[config.mk]
export PLATFORM = sky130hd
export DESIGN_NAME = eab_agu
export DESIGN_NICKNAME = d
export VERILOG_FILES = /design/src/rtl/eab_agu.sv
export SDC_FILE = /design/constraint.sdc
export NUM_CORES = 1
export LEC_CHECK = 0
export BUFFER_PORTS_ARGS = -buffer_cell sky130_fd_sc_hd__buf_4
export CAP_MARGIN = 20
export CORE_MARGIN = 1
export CORE_UTILIZATION = 25
export CTS_BUF_LIST = sky130_fd_sc_hd__clkbuf_4
export DETAILED_ROUTE_END_ITERATION = 8
export GPL_TIMING_DRIVEN = 1
export PLACE_DENSITY = 0.47
export SYNTH_ARGS = -nofsm -noshare
export SYNTH_HDL_FRONTEND = slang
export SYNTH_SLANG_ARGS = --single-unit
[constraint.sdc]
create_clock -name clk -period 4.2 [get_ports clk]
set_clock_uncertainty 0.2 [all_clocks]
set_input_delay 0.42 -clock clk [delete_from_list [all_inputs] [get_ports clk]]
set_output_delay 0.42 -clock clk [all_outputs]
set_load 0.02 [all_outputs]
[src/rtl/eab_agu.sv]
// Effective-address generator: base + sign-extended offset, then a strided
// burst of len+1 addresses with valid/ready handshaking and back-to-back requests.
module eab_agu #(
  parameter int unsigned WIDTH  = 16,
  parameter int unsigned IR_W   = 11,
  parameter int unsigned OFF1_W = 6,
  parameter int unsigned OFF2_W = 9,
  parameter int unsigned OFF3_W = 11,
  parameter int unsigned LEN_W  = 4,
  parameter int unsigned STRIDE = 1
) (
  input  logic             clk,
  input  logic             rst,
  input  logic             reqValid,
  output logic             reqReady,
  input  logic [IR_W-1:0]  IR,
  input  logic [WIDTH-1:0] Ra,
  input  logic [WIDTH-1:0] PC,
  input  logic             selBase,
  input  logic [1:0]       selOff,
  input  logic [LEN_W-1:0] len,
  input  logic             dirDown,
  output logic             addrValid,
  input  logic             addrReady,
  output logic [WIDTH-1:0] addrOut,
  output logic             addrLast,
  output logic             busy
);

  localparam logic [WIDTH-1:0] STEP = WIDTH'(STRIDE);

  typedef enum logic {IDLE = 1'b0, BURST = 1'b1} state_t;

  state_t           state;
  state_t           nextState;
  logic [LEN_W-1:0] beatCnt;
  logic [LEN_W-1:0] lenReg;
  logic             dirReg;
  logic [WIDTH-1:0] offset_c;
  logic [WIDTH-1:0] first_c;
  logic             accept_c;
  logic             xfer_c;

  // Offset field selection with sign extension to the address width
  always_comb begin
    offset_c = '0;
    case (selOff)
      2'd1:    offset_c = {{(WIDTH-OFF1_W){IR[OFF1_W-1]}}, IR[OFF1_W-1:0]};
      2'd2:    offset_c = {{(WIDTH-OFF2_W){IR[OFF2_W-1]}}, IR[OFF2_W-1:0]};
      2'd3:    offset_c = {{(WIDTH-OFF3_W){IR[OFF3_W-1]}}, IR[OFF3_W-1:0]};
      default: offset_c = '0;
    endcase
  end

  assign first_c  = (selBase ? Ra : PC) + offset_c;
  assign accept_c = reqValid && reqReady;
  assign xfer_c   = addrValid && addrReady;

  always_ff @(posedge clk) begin
    if (rst) state <= IDLE;
    else     state <= nextState;
  end

  // A new request accepted on the last beat keeps the FSM in BURST
  always_comb begin
    nextState = state;
    case (state)
      IDLE:    if (accept_c) nextState = BURST;
      BURST:   if (xfer_c && addrLast && !accept_c) nextState = IDLE;
      default: nextState = IDLE;
    endcase
  end

  always_comb begin
    busy      = 1'b0;
    addrValid = 1'b0;
    reqReady  = 1'b0;
    busy      = (state == BURST);
    addrValid = busy;
    reqReady  = (state == IDLE) || (addrValid && addrLast && addrReady);
  end

  // Address/beat datapath; holds everything while the consumer stalls
  always_ff @(posedge clk) begin
    if (rst) begin
      addrOut  <= '0;
      addrLast <= 1'b0;
      beatCnt  <= '0;
      lenReg   <= '0;
      dirReg   <= 1'b0;
    end else if (accept_c) begin
      addrOut  <= first_c;
      addrLast <= (len == '0);
      beatCnt  <= '0;
      lenReg   <= len;
      dirReg   <= dirDown;
    end else if (xfer_c && !addrLast) begin
      addrOut  <= dirReg ? (addrOut - STEP) : (addrOut + STEP);
      beatCnt  <= beatCnt + LEN_W'(1);
      addrLast <= ((beatCnt + LEN_W'(1)) == lenReg);
    end
  end

endmodule

======== After elaboration in Yosys (flattened, before gate mapping) ========
Cells that the tools add are included.
cells by class
  $add $sub $neg .......................... 4
  equal/unequal tests ..................... 4
  multiplexer cells ....................... 10
  bitwise logic cells ..................... 1
  reduce and logical (&&, ||, !) cells .... 13
operators by type and width
  cell                     count
  $mux W16                 4
  $pmux W16 S3             1
  $add A16 B1 Y16 const B  1
  $add A16 B16 Y16         1
  $sub A16 B1 Y16 const B  1
  $logic_and A1 B1 Y1      7
  $add A4 B1 Y4 const B    1
  $eq A2 B2 Y1 const B     2
  $eq A4 B4 Y1             1
  $logic_not A4 Y1         1
  $mux W1                  4
  $eq A2 B1 Y1 const B     1
  $logic_not A1 Y1         2
  $pmux W1 S2              1
  $reduce_bool A2 Y1       1
  $reduce_or A2 Y1         1
  $logic_or A1 B1 Y1       1
  $not A1 Y1               1
storage, ports and cells
  bits in registers ....................... 27
  bits of input ports ..................... 55
  output and inout bits ................... 20
  word-level logic and storage cells ...... 38

======== Longest topological paths before layout ========
  depth in word-level cells ............... 8
  mapped depth ............................ 14

======== Worst setup path before layout ========
No wires, ideal clock.
  kind .................................... input to register
  start ................................... in selBase
  end ..................................... reg addrOut[14]
  setup time .............................. 117 ps
  data arrival time ....................... 3056 ps
  required time ........................... 3883 ps
  setup slack ............................. 827 ps
  cell stages on the path ................. 14
  cells stage by stage .................... buf_2 > buf_1 > mux2_2 > ha_1 > inv_1 > fa_1 > nor2b_1 > o31a_1 > o21bai_1 > a21boi_1 > o311ai_1 > a31o_1 > a31oi_1 > a22o_1
between the ends
  cells in the longest elaborated chain, start to end .. 3
RTL lines
  element                 line  source
  start: declaration      19    input logic selBase,
  $mux W16                55    assign first_c = (selBase ? Ra : PC) + offset_c;
  $add A16 B16 Y16        55
  $mux W16                91    end else if (accept_c) begin
  end signal: assignment  92    addrOut <= first_c;
  end signal: assignment  98    addrOut <= dirReg ? (addrOut - STEP) : (addrOut + STEP);
  end: declaration        25    output logic [WIDTH-1:0] addrOut,
No other way between the ends.
A chain may end at the register's enable or synchronous reset.

======== Worst setup path in the final report ========
  start ................................... reg dirReg
  end ..................................... reg addrOut[15]
between the ends
  cells in the longest elaborated chain, start to end .. 3
RTL lines
  element                   line  source
  start: declaration        38    logic dirReg;
  start signal: assignment  96    dirReg <= dirDown;
  $mux W16                  98
  $mux W16                  97    end else if (xfer_c && !addrLast) begin
  $mux W16                  91
No other way between the ends. The select of a mux whose other input is x is not followed.

==> impl_metrics.tcl <==
set metrics [dict create \
    path_buf_inv 0 \
    clock.fmax_ghz 0.320 \
    synth-main-ff-cell "dfxtp_1" \
    cap_violations 0 \
    tightestPinTransition_ps 947 \
    grt_pass1_vias 2731 \
    syn_avg_cell_area_um2 7.85 \
    end_kind "flip-flop" \
    critical_path.endpoint "addrOut[15]" \
    slowest_stage "dfxtp_1" \
    max_slew_margin 0.368 \
    fp.dieW_um 107 \
    startpoint_type "flip-flop" \
    stdcell_area_um2 3460 \
    period_share 0.744 \
    ys_seq_area_frac 0.196 \
    rsz0062_at_grt "no" \
    core.rowCount 37 \
    synth-edff-count 0 \
    synth_area_um2 2760 \
    cts_htree_levels 1 \
    critPathLaunch "dirReg" \
    wl_per_cell_um 13.2 \
    setup_tns_ps 0 \
    synth_warnings 0 \
    postSynth.asyncResetShare 0 \
    dieArea_um2 11400 \
    cts_buffer_depth 2 \
    min_period_ps 3130 \
    grt_pass1_wl_mm 12.5 \
    areaGrowthSynthToFinish_pct 25.7 \
    cts_setup_buffers 0 \
    hold_path.class "in2reg" \
    grt_max_degree 29 \
    root_buffer "clkbuf_4" \
    ys_ff_latch 27 \
    hold_viol_final 0 \
    required_ps 4240 \
    drt_wl_total_mm 7.28 \
    leakage_uw 0.00153 \
    critical_path_arrival_ps 3170 \
    drcViolationCount 0 \
    gp_congestion 0.803 \
    num_antenna_cells 0 \
    cts_hold_buf 0 \
    slowest_delay_ps 800 \
    drive_gt1_frac 0.249 \
    antenna_found_initial 0 \
    ir_drop_mv 0.0946 \
    clk_pin_slew_worst_paths_ps 160 \
    synth_nets 435 \
    grtUsageTotal 0.133 \
    drv_slew 0 \
    reg2reg_depth 9 \
    worstSetupPathType "reg2reg" \
    routed_via_density 4.76 \
    port-buffer-count 74 \
    post_dp_cell_area_um2 3440 \
    grt_overflow_total 0 \
    ant_nets 0 \
    clock_sink_count 27 \
    first_iter_violations 89 \
    r2r-start "dirReg" \
    p_per_area_nw_per_um2 250 \
    worstPathMaxFanout 17 \
    synth_cell_types 55 \
    worstSetupPathDepth 9 \
    dp_hpwl_mm 5.68 \
    fin_nets 502 \
    status "finished clean" \
    syn-instance-count 351 \
    critPathTopFamily "compound AO/OA/AOI/OAI gates" \
    ff2ff_setup_slack_ps 1070 \
    crit_chain "ha_1, a21oi_2, o211ai_2, a311oi_2, nor3_1, o31ai_2, xnor2_1, o21a_1, o221a_1" \
    r2r-end "addrOut[15]" \
    cts_tree "done" \
    vias 2634 \
    firstDrtPassIters 4 \
    setup_violations 0 \
    numCtsBuffers 3 \
    die_y_um 107 \
    coreArea_um2 10500 \
    cts-resized-gates 0 \
    start_util 0.262 \
    num_io_pins 75 \
    clk_latency_ps 330 \
]
[layout by cell type, fill, tap and decap left out, drive strengths merged, types with 7 or more instances in the layout]
master	netlist	final
buf	5	76
nor2	32	32
o21a	9	9
xor2	15	15
dfxtp	27	27
a21oi	30	30
xnor2	18	18
nand2	38	38
o21ai	14	14
mux2i	7	7
inv	12	12
ha	27	27
mux2	13	13
nor3	14	14
nor2b	10	10
a211oi	7	7
[kinds of logic (layout without fill, tap and decap cells)]
kind of cell / Yosys count / count (layout) / synth area share
AO/OA/AOI/OAI: 99 / 99 / 0.250
multiplexers: 20 / 20 / 0.0786
buffers and inverters: 26 / 92 / 0.0377
flip-flops: 27 / 27 / 0.196
AND/OR/NAND/NOR: 116 / 116 / 0.192
adder cells (fa/ha/maj): 30 / 30 / 0.141
XOR/XNOR: 33 / 33 / 0.105
[routing by layer]
layer / global-route usage / vias to the layer above / share of wire
met1: 0.181 / 1161 / 0.49
met3: 0.0128 / 4 / 0.042
met4: 0.0284 / 0 / 0.0089
li1: - / 1398 / -
met2: 0.228 / 71 / 0.45
met5: 0 / - / 0
[where the power goes]
group | switching (uW) | internal (uW)
clock network | 84.7 | 35.8
logic | 230 | 207
registers | 28.2 | 281
[per-stage QoR]
step / worst slack, ps / power (uW) / instances / util / hold slack, ps
4_1_cts: 1050 / 876 / 553 / 0.330 / 99.3
6_report: 1070 / 866 / 553 / 0.330 / 107
3_5_place_dp: 890 / 754 / 549 / 0.327 / 265
3_3_place_gp: 923 / 751 / 549 / 0.327 / 257
2_1_floorplan: 827 / 613 / 351 / - / 248
5_1_grt: 786 / 944 / 553 / 0.330 / 91.0
[worst min path at each step]
stage	start	to	slack [ps]	cells past startpoint
global placement	lenReg[1]	lenReg[1]	260	2
global route	dirDown	dirReg	90	3
detailed placement	lenReg[0]	lenReg[0]	260	2
CTS	reqValid	addrValid	100	3
floorplan	lenReg[1]	lenReg[1]	250	2
finish	reqValid	addrValid	110	3
[cell type report]
type                            instances  area [um^2]
Fill cell                            1123         7040
Multi-Input combinational cell        298         2110
Timing Repair Buffer                   76          571
Sequential cell                        27          541
Tap cell                              136          170
Inverter                               12         45.0
Clock buffer                            3         22.5
Clock inverter                          1         5.00
[worst min-delay path: cells and delay by family]
family	cells	cell delay, ps
buffers and inverters	1	90
and+or+nand+nor	1	70
AOI/OAI and AO/OA	1	30
[Yosys cell counts (3+ instances only)]
cell type,instances,share of area
a21oi_1,29,0.053
or3_1,4,0.0091
nand4_1,3,0.0068
nor2b_1,10,0.023
a21o_1,3,0.0082
xnor2_1,18,0.057
clkbuf_1,9,0.012
o21a_1,9,0.025
a31oi_1,5,0.011
o22ai_1,4,0.0091
dfxtp_1,27,0.20
inv_1,11,0.015
and2_1,3,0.0068
xor2_1,15,0.048
nand2_1,38,0.052
o21ai_0,9,0.016
nand3_1,5,0.0091
ha_1,27,0.12
o21ai_1,5,0.0091
nor3_1,14,0.025
nor2_1,32,0.044
o21bai_1,5,0.014
mux2i_1,7,0.025
a211oi_1,5,0.014
mux2_2,13,0.053
[sequential cells by signal, summed over array words and instances, names as in the netlist]
signal and count:
addrLast 1, addrOut 16, addrValid 1, beatCnt 4
dirReg 1, lenReg 4
(Power assumes the default switching activity.)
